File: config.mk
export PLATFORM = sky130hd
export DESIGN_NAME = mbinit_seq_partner
export DESIGN_NICKNAME = d
export VERILOG_FILES = /design/src/rtl/mbinit_seq_partner.sv
export SDC_FILE = /design/constraint.sdc
export NUM_CORES = 1
export LEC_CHECK = 0
export BUFFER_PORTS_ARGS = -buffer_cell sky130_fd_sc_hd__buf_2
export CELL_PAD_IN_SITES_DETAIL_PLACEMENT = 0
export CELL_PAD_IN_SITES_GLOBAL_PLACEMENT = 1
export CORE_ASPECT_RATIO = 0.7
export CORE_MARGIN = 2
export CORE_UTILIZATION = 43
export CTS_CLUSTER_DIAMETER = 30
export DETAILED_ROUTE_END_ITERATION = 12
export HOLD_SLACK_MARGIN = 0.06
export PLACE_DENSITY_LB_ADDON = 0.1
export SYNTH_ARGS = -nofsm -noshare
export SYNTH_HDL_FRONTEND = slang
export SYNTH_SLANG_ARGS = --single-unit
File: constraint.sdc
create_clock -name CLK -period 3.18 [get_ports CLK]
set_input_delay 0.318 -clock CLK [delete_from_list [all_inputs] [get_ports CLK]]
set_output_delay 0.318 -clock CLK [all_outputs]
set_load 0.01 [all_outputs]
File: src/rtl/mbinit_seq_partner.sv
// Partner side of the MBINIT sideband handshake: for each step k wait for
// request 2k+1, then transmit response 2k+2 once the sideband TX is free.
module mbinit_seq_partner #(
   parameter int unsigned MSG_W       = 4,
   parameter int unsigned NUM_STEPS   = 2,
   parameter int unsigned TIMEOUT_CYC = 1000,
   parameter bit          STRICT      = 1'b0,
   localparam int unsigned STEP_W     = (NUM_STEPS > 1) ? $clog2(NUM_STEPS) : 1
) (
   input  logic              CLK,
   input  logic              rst,
   input  logic              i_enable,
   input  logic [MSG_W-1:0]  i_RX_SbMessage,
   input  logic              i_msg_valid,
   input  logic              i_Busy_SideBand,
   input  logic              i_falling_edge_busy,
   output logic [MSG_W-1:0]  o_TX_SbMessage,
   output logic              o_ValidOutData,
   output logic [STEP_W-1:0] o_step,
   output logic              o_end,
   output logic              o_error
);

   localparam int unsigned       TMR_W   = (TIMEOUT_CYC > 1) ? $clog2(TIMEOUT_CYC + 1) : 1;
   localparam logic [TMR_W-1:0]  TMR_MAX = '1;

   typedef enum logic [2:0] {
      IDLE     = 3'd0,
      WAIT_REQ = 3'd1,
      WAIT_BUS = 3'd2,
      SEND     = 3'd3,
      DONE     = 3'd4,
      ERROR    = 3'd5
   } state_t;

   state_t            state_q, state_d;
   logic [STEP_W-1:0] step_q, step_d;
   logic [TMR_W-1:0]  timer_q, timer_d, timer_inc;
   logic [MSG_W-1:0]  req_code, rsp_code;
   logic              last_step, req_match, timeout_hit;

   assign req_code    = MSG_W'({step_q, 1'b1});
   assign rsp_code    = MSG_W'({step_d, 1'b1}) + MSG_W'(1);
   assign last_step   = (32'(step_q) == NUM_STEPS - 1);
   assign req_match   = i_msg_valid && (i_RX_SbMessage == req_code);
   assign timer_inc   = (timer_q == TMR_MAX) ? timer_q : timer_q + TMR_W'(1);
   assign timeout_hit = (TIMEOUT_CYC != 0) && (32'(timer_inc) >= TIMEOUT_CYC);

   always_comb begin
      state_d = state_q;
      step_d  = step_q;
      timer_d = timer_q;
      if (!i_enable) begin
         state_d = IDLE;
         step_d  = '0;
         timer_d = '0;
      end else begin
         case (state_q)
            IDLE: begin
               state_d = WAIT_REQ;
               step_d  = '0;
               timer_d = '0;
            end
            WAIT_REQ: begin
               timer_d = timer_inc;
               // A matching request beats both a strict violation and the timeout.
               if (req_match)
                  state_d = WAIT_BUS;
               else if ((STRICT && i_msg_valid) || timeout_hit)
                  state_d = ERROR;
            end
            WAIT_BUS: begin
               if (!i_Busy_SideBand)
                  state_d = SEND;
            end
            SEND: begin
               if (i_falling_edge_busy) begin
                  if (last_step) begin
                     state_d = DONE;
                  end else begin
                     state_d = WAIT_REQ;
                     step_d  = step_q + STEP_W'(1);
                     timer_d = '0;
                  end
               end
            end
            DONE:  state_d = DONE;
            ERROR: state_d = ERROR;
            default: begin
               state_d = IDLE;
               step_d  = '0;
               timer_d = '0;
            end
         endcase
      end
   end

   // Outputs are decoded from the next state so they move on the same edge as the state.
   always_ff @(posedge CLK) begin
      if (rst) begin
         state_q        <= IDLE;
         step_q         <= '0;
         timer_q        <= '0;
         o_TX_SbMessage <= '0;
         o_ValidOutData <= 1'b0;
         o_end          <= 1'b0;
         o_error        <= 1'b0;
      end else begin
         state_q        <= state_d;
         step_q         <= step_d;
         timer_q        <= timer_d;
         o_TX_SbMessage <= (state_d == SEND) ? rsp_code : '0;
         o_ValidOutData <= (state_d == SEND);
         o_end          <= (state_d == DONE);
         o_error        <= (state_d == ERROR);
      end
   end

   assign o_step = step_q;

endmodule

==> out/results.ini, run 1 <==
[global_route]
grt_pass1_wl_mm=4.17
overflow=0
first_global_vias=876
track_usage_pct=19.0
grt_max_degree=14
antenna_found_initial=0

[detailed_routing]
routed_wl_mm=2.52
drt_iter0_drc=74
vias=1046
post-route-drc-count=0
wl_per_cell_um=14.0
ant_nets=0
drtPass1Iterations=4
routed_via_density=5.81

[clocking]
cts_setup_buffers=0
hold_buffers=0
cts_tree=yes
clk-insertion-delay-late_ns=0.29
cts_sinks=19
cts_buffer_depth=2
htree_levels=1
cts-buffers-inserted=3
postCtsResizedCells=0
clkSlewWorstSetupHoldPaths_ns=0.10
cts_root_buf=clkbuf_4

[worst_hold_path]
hp-start=rst
holdPathEnd=o_step
hp-class=in -> reg
hold_depth=2

[sta]
finalSetupViolations=0
fin_crit_sh_pct=56.0
slew_headroom_pct=52.9
setup_tns_ns=0
period_needed_ns=1.78
finalClockSkew_ns=0.00412
fmax_mhz=562
final_max_slew_viol_count=0
setup_ws_ns=1.40
tightest_slew_ns=0.704
hold_violations=0
rsz0062_at_grt=no

[synth]
synth-edff-count=0
netlist_area_um2=1100
syn_area_per_cell_um2=8.21
synth_cell_types=52
seq_area_frac_synth_pct=34.6
async_flop_share_pct=0
synth_top_cell_by_area=dfxtp_1
ys_ff_latch=19
yosys_warnings=0
netlist.area_leader.share_pct=34.6
synthCells=134
synth_ff_type=dfxtp_1
ys_top_cells_by_area=dfxtp_1 (35%), nor2_1 (5.1%), a21oi_1 (5.0%), nand2_1 (3.8%), and4_1 (2.4%)

[critical_path]
r2r_slack_ns=1.40
worstPathRequired_ns=3.42
reg2regPathDepth=5
cp-start-kind=register
critPathMaxFanout=10
end_kind=register
r2r_end=o_TX_SbMessage[1]
r2r-start=state_q[1]
arrival_ns=2.02
worstSetupPathType=reg -> reg

[floorplanning]
fp.dieH_um=46.3
rows=15
die_width_um=64.4
coreArea_um2=2440
io_pins=18
dieArea_um2=2980
start_util_pct=45.1

[place]
place.gp.congestion=0.822
portBuffers=15
placed_cells=176
post-place-ws_ns=1.36
hpwlAfterDp_mm=1.86

[final_layout]
final_cell_mix=dfxtp_1 (19), nor2_1 (15), buf_2 (15)
diodes=0
final_cells=180
final_nets=158
final_common_cell=dfxtp_1
drive_gt1_share_pct=19.2
areaGrowthSynthToFinish_pct=9.10

[status]
status=completed

[flow_run]
maxCapViolCount=0

[power]
comb_power_share_pct=6.8
p_int_w=0.000298
swShare_pct=23.0
power_frac_seq_pct=62.3
pwr-share-clk_pct=30.9
peakVddDrop_uv=185
powerDensity_nw_per_um2=323
p_switching_w=0.0000891
leakage_nw=0.439

==> metrics by stage <==
stage	total power (W)	instance area (µm²)	hold WS [ns]	util (%)
2_1_floorplan	0.000265	1100	0.390	-
3_3_place_gp	0.000273	1170	0.490	48.1
3_5_place_dp	0.000273	1170	0.492	48.1
4_1_cts	0.000394	1200	0.167	49.2
5_1_grt	0.000409	1200	0.168	49.2
6_report	0.000387	1200	0.176	49.2
==> cell families after synthesis <==
logic type      after synthesis  share of synthesized area (%)
simple gates                 59                           30.0
flops                        19                           34.6
other cells                   1                          0.341
compound gates               40                           27.1
buf+inv                      13                           6.03
fa+ha+maj                     1                           1.14
xor+xnor                      1                          0.797
==> cells in the mapped netlist (3+ instances only) <==
cell type   n
a211oi_1    3
a21oi_1    11
a31oi_1     3
and4_1      3
clkbuf_1    3
dfxtp_1    19
inv_1       5
nand2_1    11
nand3_1     3
nand4_1     4
nor2_1     15
nor2b_1     3
nor3_1      4
==> worst max path at each step <==
stage / endpoint / start / cells after the start / slack [ns]
final: o_TX_SbMessage[1] / state_q[1] / 5 / 1.40
after global routing: timer_q[3] / state_q[1] / 4 / 1.26
after CTS: o_TX_SbMessage[2] / state_q[1] / 5 / 1.41
after detailed placement: o_TX_SbMessage[2] / rst / 6 / 1.36
after global placement: o_TX_SbMessage[2] / rst / 6 / 1.37
after floorplan: timer_q[3] / timer_q[0] / 6 / 1.59
==> power by group through the flow <==
stage | clock network (W) | registers, W | logic (W)
global route | 0.000138 | 0.000242 | 0.0000295
global placement | 0 | 0.000247 | 0.0000261
finish | 0.000120 | 0.000241 | 0.0000263
CTS | 0.000126 | 0.000241 | 0.0000263
detailed placement | 0 | 0.000247 | 0.0000263
floorplan | 0 | 0.000246 | 0.0000185
==> per-layer routing <==
layer  track usage [%]  vias up  share of wire, %
met4              6.38        0              0.83
met2              29.0       33                44
li1                  -      525                 -
met1              26.3      486                50
met5                 0        -                 0
met3              5.13        2               5.4
==> worst max-delay path, stage by stage, from the launching register on <==
cell and delay, ns:
dfxtp_1 0.53, nand2b_4 0.22, or2_1 0.28, o211ai_2 0.16, or3b_4 0.42, nor2b_2 0.11
==> area by class of cell <==
type                    instances  area (µm²)
multi-input cells             103         657
repair buffers                 15        75.1
well taps                      34        42.5
fillers                       251        1240
inverters                       5        18.8
clock buffers                   4        26.3
flip-flops and latches         19         380
==> state kept, by name, indices dropped and copies added, names as in the netlist <==
name            cells
state_q             3
o_ValidOutData      1
o_end               1
o_step              1
o_TX_SbMessage      2
timer_q            10
o_error             1
Power figures use the tool's default switching activity.
==> run 2: changes to the inputs <==
CORE_UTILIZATION = 36   (was 43)
clock period = 1.5 ns   (was 3.18 ns; I/O delays follow)
==> run 2 against run 1 <==
The flow now finishes with violations (negative setup slack). Cell count grew 24%. Clock power increased to 3.0 times the previous value. Hold slack improved by 0.065 ns. Register-to-register slack worse by 1.4 ns. Cell area grew 36%. Die area rose by 18%. Sequential share of layout area down 7.1 points. Global-route usage up 0.094 points. Critical path depth unchanged. Sequential power is 110% higher. Count of clock-buffer cells in the layout shrank 1. Via count is 15% higher.
==> out/results.ini, run 2 (synthesis results as in run 1) <==
[final_layout]
final_cell_mix=buf_4 (39), buf_2 (15), nor2_1 (14)  ; was dfxtp_1 (19), nor2_1 (15), buf_2 (15)
final_nets=199  ; was 158
largestRegisters=timer_q (10), state_q (3), o_TX_SbMessage (2)  ; unchanged
drive_gt1_share_pct=49.7  ; was 19.2%
final_cells=223  ; was 180
multiInputGateArea_um2=732  ; was 657 µm²
fill_cells=263  ; was 251
largest_register=timer_q  ; unchanged
largest_reg_flops=10  ; unchanged
diodes=0  ; unchanged
register_area_um2=402  ; was 380 µm²
fin_util_pct=57.4  ; was 49.2%
areaGrowthSynthToFinish_pct=48.5  ; was 9.10%
final_common_cell=buf_4  ; was dfxtp_1

[clocking]
cts_root_buf=clkbuf_8  ; was clkbuf_4
clk-insertion-delay-late_ns=0.26  ; was 0.29 ns
htree_levels=1  ; unchanged
cts-buffers-inserted=3  ; unchanged
clkSlewWorstSetupHoldPaths_ns=0.08  ; was 0.10 ns
cts_tree=yes  ; unchanged
cts_sinks=19  ; unchanged
cts_buffer_depth=2  ; unchanged

[critical_path]
cp-start-kind=register  ; unchanged
critical_path.top_delay_family=compound AO/OA/AOI/OAI gates  ; was simple AND/OR/NAND/NOR gates
cp_slowest_cell=dfxtp_4  ; was dfxtp_1
arrival_ns=1.72  ; was 2.02 ns
worstSetupPathType=reg -> reg  ; unchanged
max_stage_delay_ns=0.38  ; was 0.53 ns
end_kind=register  ; unchanged
path_buf_inv=0  ; unchanged
reg2regPathDepth=5  ; unchanged
r2r-start=timer_q[2]  ; was state_q[1]
crit_chain=nand4_1 > o31a_1 > a311oi_4 > a41oi_2 > nor2_1  ; was nand2b_4 > or2_1 > o211ai_2 > or3b_4 > nor2b_2
r2r_slack_ns=-0.03  ; was 1.40 ns
r2r_end=o_error  ; was o_TX_SbMessage[1]
critPathMaxFanout=4  ; was 10
worstPathRequired_ns=1.69  ; was 3.42 ns

[sta]
fin_hold_ws_ns=0.241  ; was 0.176 ns
fin_crit_sh_pct=102  ; was 56.0%
hold_violations=0  ; unchanged
period_needed_ns=1.53  ; was 1.78 ns
setup_ws_ns=-0.0329  ; was 1.40 ns
fmax_mhz=652  ; was 562 MHz
rsz0062_at_grt=yes  ; was no
finalSetupViolations=2  ; was 0
final_max_slew_viol_count=0  ; unchanged
finalClockSkew_ns=0.00711  ; was 0.00412 ns

[detailed_routing]
routed_wl_mm=3.39  ; was 2.52 mm
routed_via_density=5.39  ; was 5.81
wl_per_cell_um=15.2  ; was 14.0 µm
drtPass1Iterations=4  ; unchanged
post-route-drc-count=0  ; unchanged
ant_nets=0  ; unchanged
drt_iter0_drc=64  ; was 74
vias=1202  ; was 1046

[floorplanning]
io_pins=18  ; unchanged
fp.dieH_um=50.2  ; was 46.3 µm
coreArea_um2=2840  ; was 2440 µm²
rows=16  ; was 15
die_width_um=70.1  ; was 64.4 µm
start_util_pct=38.7  ; was 45.1%
dieArea_um2=3520  ; was 2980 µm²

[global_route]
track_usage_pct=19.1  ; was 19.0%
antenna_found_initial=0  ; unchanged
grt_pass1_wl_mm=5.23  ; was 4.17 mm
first_global_vias=1099  ; was 876
grt_max_degree=13  ; was 14
overflow=0  ; unchanged

[place]
place.gp.congestion=0.902  ; was 0.822
portBuffers=15  ; unchanged
hpwlAfterDp_mm=2.38  ; was 1.86 mm
placed_cells=212  ; was 176

[status]
status=complete, but fails checks  ; was completed
violations=negative setup slack

[power]
peakVddDrop_uv=413  ; was 185 µV
power_w=0.000951  ; was 0.000387 W
powerDensity_nw_per_um2=582  ; was 323 nW/µm²
leakage_nw=0.688  ; was 0.439 nW

[worst_hold_path]
hp-class=in -> reg  ; unchanged
holdPathEnd=o_TX_SbMessage[2]  ; was o_step
hold_depth=3  ; was 2
hp-start=i_enable  ; was rst

[flow_run]
maxCapViolCount=0  ; unchanged

run 2: cell types whose count changed in the layout (fill, tap and decap cells not counted), moves of 3 or more:
cell,before,now
buf_4,0,39
dfxtp_1,19,8
dfxtp_2,0,8
clkbuf_4,3,0
clkbuf_8,0,3
dfxtp_4,0,3
run 2: report_power, final:
| group | internal [W] | leakage, nW | total (W) | switching [W] |
|---|---|---|---|---|
| logic | 0.0000389 | 0.502 | 0.0000805 | 0.0000416 |
| registers | 0.000502 | 0.160 | 0.000506 | 0.00000386 |
| clock network | 0.000185 | 0.0255 | 0.000365 | 0.000180 |
run 2: worst max path at each step:
stage          slack [ns]  cells past startpoint       start           endpoint
5_1_grt             -0.08                      5      o_step            o_error
4_1_cts             -0.04                      5  timer_q[1]            o_error
2_1_floorplan       0.002                      5  state_q[0]  o_TX_SbMessage[2]
3_3_place_gp        -0.14                      5  timer_q[2]         state_q[2]
6_report            -0.03                      5  timer_q[2]            o_error
3_5_place_dp        -0.14                      5  timer_q[2]            o_error
run 2: layout make-up:
type | instances | area share [%]
Clock buffer | 3 | 2.53
Multi-Input combinational cell | 103 | 44.8
Tap cell | 36 | 2.76
Clock inverter | 1 | 0.307
Inverter | 5 | 1.15
Sequential cell | 19 | 24.6
Timing Repair Buffer | 56 | 23.8
run 2: tightest hold or removal path: cells and delay by family:
| kind | cells | cell delay [ns] |
|---|---|---|
| AOI/OAI and AO/OA | 1 | 0.17 |
| buffers and inverters | 1 | 0.10 |
| and+or+nand+nor | 1 | 0.04 |
run 2: routing by layer:
| layer | vias to the layer above | routed length [µm] | track usage [%] | share of wire [%] |
|---|---|---|---|---|
| met3 | 6 | 173 | 4.62 | 5.1 |
| met4 | 0 | 36 | 4.49 | 1.1 |
| met1 | 563 | 1690 | 26.8 | 50 |
| met2 | 31 | 1490 | 29.7 | 44 |
| li1 | 602 | - | - | - |
| met5 | - | 0 | 0 | 0 |
run 2: what timing repair did:
item / 4_1_cts / 5_1_grt
hold buffers: 1 / 0
setup endpoints to repair: 9 / 13
pin swaps: 5 / 6
resized for setup: 19 / 11
hold endpoints to repair: 1 / 0
buffers inserted: 2 / 4
run 2: through the flow:
stage / setup slack [ns] / TNS [ns] / cell area (µm²)
2_1_floorplan: 0.00166 / 0 / 1110
3_3_place_gp: -0.140 / -0.484 / 1430
3_5_place_dp: -0.138 / -0.700 / 1430
4_1_cts: -0.0371 / -0.0649 / 1570
5_1_grt: -0.0825 / -0.530 / 1630
6_report: -0.0329 / -0.0524 / 1630
==> run 3: changes to the inputs <==
GPL_TIMING_DRIVEN = 0   (was default)
RECOVER_POWER = 50   (was default)
==> run 3 against run 2 <==
The flow still finishes with violations (negative setup slack). Flip-flop and latch count did not move. Combinational power rose by 4.0%. Count of clock-buffer cells in the layout is 1 higher. Power down 1.8%. Routed wire length decreased by 5.6%. Fmax barely moved. Worst setup slack lost 0.0014 ns. Utilization down 2.9 points. Global-route usage shrank 1.1 points. Non-clock buffer count is 17 lower.
==> out/results.ini, run 3 (synthesis results as in run 1) <==
[power]
pwr-share-clk_pct=37.1  ; was 38.3%
leakage_nw=0.570  ; was 0.688 nW
p_switching_w=0.000207  ; was 0.000225 W
power_frac_seq_pct=53.9  ; was 53.2%
powerDensity_nw_per_um2=602  ; was 582 nW/µm²
swShare_pct=22.1  ; was 23.7%
comb_power_share_pct=9.0  ; was 8.5%
peakVddDrop_uv=443  ; was 413 µV
p_int_w=0.000727  ; was 0.000726 W

[sta]
fin_crit_sh_pct=102  ; about the same
hold_violations=0  ; unchanged
fmax_mhz=652  ; about the same
final_max_slew_viol_count=0  ; unchanged
fin_hold_ws_ns=0.256  ; was 0.241 ns
rsz0062_at_grt=yes  ; unchanged
tightest_slew_ns=0.550
period_needed_ns=1.53  ; about the same
setup_tns_ns=-0.0887  ; was -0.0524 ns
finalSetupViolations=3  ; was 2
slew_headroom_pct=63.4
setup_ws_ns=-0.0344  ; was -0.0329 ns
finalClockSkew_ns=0.00145  ; was 0.00711 ns

[clocking]
cts_tree=yes  ; unchanged
cts_root_buf=clkbuf_8  ; unchanged
cts-buffers-inserted=3  ; unchanged
cts_buffer_depth=2  ; unchanged
cts_sinks=19  ; unchanged
htree_levels=1  ; unchanged
clk-insertion-delay-late_ns=0.25  ; was 0.26 ns
clkSlewWorstSetupHoldPaths_ns=0.07  ; was 0.08 ns

[detailed_routing]
wl_per_cell_um=15.5  ; was 15.2 µm
ant_nets=0  ; unchanged
routed_via_density=5.69  ; was 5.39
drt_iter0_drc=76  ; was 64
routed_wl_mm=3.20  ; was 3.39 mm
post-route-drc-count=0  ; unchanged
drtPass1Iterations=4  ; unchanged
vias=1172  ; was 1202

[worst_hold_path]
hp-class=in -> reg  ; unchanged
hp-start=i_enable  ; unchanged

[global_route]
track_usage_pct=18.0  ; was 19.1%
overflow=0  ; unchanged
antenna_found_initial=0  ; unchanged
first_global_vias=1054  ; was 1099
grt_max_degree=11  ; was 13
grt_pass1_wl_mm=4.97  ; was 5.23 mm

[place]
portBuffers=15  ; unchanged
hpwlAfterDp_mm=1.98  ; was 2.38 mm
place.gp.congestion=0.792  ; was 0.902

[final_layout]
register_area_um2=409  ; was 402 µm²
largestRegisters=timer_q (10), state_q (3), o_TX_SbMessage (2)  ; unchanged
final_nets=182  ; was 199
largest_register=timer_q  ; unchanged
areaGrowthSynthToFinish_pct=41.1  ; was 48.5%
fill_cells=248  ; was 263
multiInputGateArea_um2=768  ; was 732 µm²
final_common_cell=buf_4  ; unchanged
drive_gt1_share_pct=43.5  ; was 49.7%
largest_reg_flops=10  ; unchanged
final_cell_mix=buf_4 (15), nor2_1 (13), buf_2 (12)  ; was buf_4 (39), buf_2 (15), nor2_1 (14)
diodes=0  ; unchanged

[floorplanning]
die_width_um=70.1  ; unchanged
io_pins=18  ; unchanged
coreArea_um2=2840  ; unchanged
start_util_pct=38.7  ; unchanged
fp.dieH_um=50.2  ; unchanged
rows=16  ; unchanged
dieArea_um2=3520  ; unchanged

[critical_path]
worstPathRequired_ns=1.69  ; about the same
cp-start-kind=register  ; unchanged
arrival_ns=1.72  ; about the same
end_kind=register  ; unchanged
startpoint=state_q[1]  ; was timer_q[2]
critPathMaxFanout=7  ; was 4
r2r-start=state_q[1]  ; was timer_q[2]
worstSetupPathType=reg -> reg  ; unchanged

[flow_run]
maxCapViolCount=0  ; unchanged

[status]
status=complete, but fails checks  ; unchanged
violations=negative setup slack  ; unchanged

run 3: routing by layer:
| layer | track usage (%) | routed length, µm | up-vias |
|---|---|---|---|
| li1 | - | - | 571 |
| met1 | 24.2 | 1540 | 561 |
| met2 | 27.5 | 1410 | 34 |
| met3 | 5.62 | 200 | 6 |
| met4 | 6.09 | 49 | 0 |
| met5 | 0 | 0 | - |
run 3: final cells by class:
class / count / area share (%)
buffer: 6 / 3.39
multi-input combinational: 103 / 49.5
inverter: 5 / 1.37
sequential: 19 / 26.4
clock buffer: 4 / 2.90
timing repair buffer: 33 / 13.5
tap: 36 / 2.90
run 3: power groups by stage:
stage,clock (W),combinational (W),sequential [W]
floorplan,0,0.0000392,0.000522
global placement,0,0.0000629,0.000523
detailed placement,0,0.0000630,0.000523
CTS,0.000357,0.0000759,0.000507
global route,0.000384,0.0000927,0.000504
finish,0.000347,0.0000837,0.000504
run 3: final timing paths:
| path | to | slack (ns) | depth (start not counted) |
|---|---|---|---|
| worst max register to register | o_error | -0.03 | 6 |
| worst min-delay path | o_TX_SbMessage[2] | 0.26 | 3 |
| worst max-delay path | o_error | -0.03 | 6 |
| worst min register to register | timer_q[2] | 0.53 | 1 |
run 3: through the flow:
step | instance area, µm² | utilization [%] | instances | total power [W] | worst slack [ns]
floorplan | 1110 | - | 135 | 0.000561 | 0.00166
global placement | 1230 | 43.1 | 186 | 0.000586 | -0.267
detailed placement | 1230 | 43.1 | 186 | 0.000586 | -0.260
CTS | 1430 | 50.4 | 200 | 0.000939 | -0.0542
global route | 1550 | 54.6 | 206 | 0.000981 | -0.0865
finish | 1550 | 54.6 | 206 | 0.000934 | -0.0344
run 3: worst max-delay path, cell delays in order, from the launching register on:
cell and delay [ns]:
dfxtp_4 0.36, nand2b_4 0.13, or2_1 0.22, buf_6 0.14, a311oi_4 0.31, a41oi_2 0.18, nor2_1 0.14
run 3: timing repair:
item / in CTS / in global routing
hold buffers: 1 / 0
resized for setup: 26 / 24
cloned: 0 / 2
endpoints found under the setup margin: 14 / 15
pin swaps: 8 / 6
hold endpoints to repair: 1 / 0
setup buffers: 11 / 4
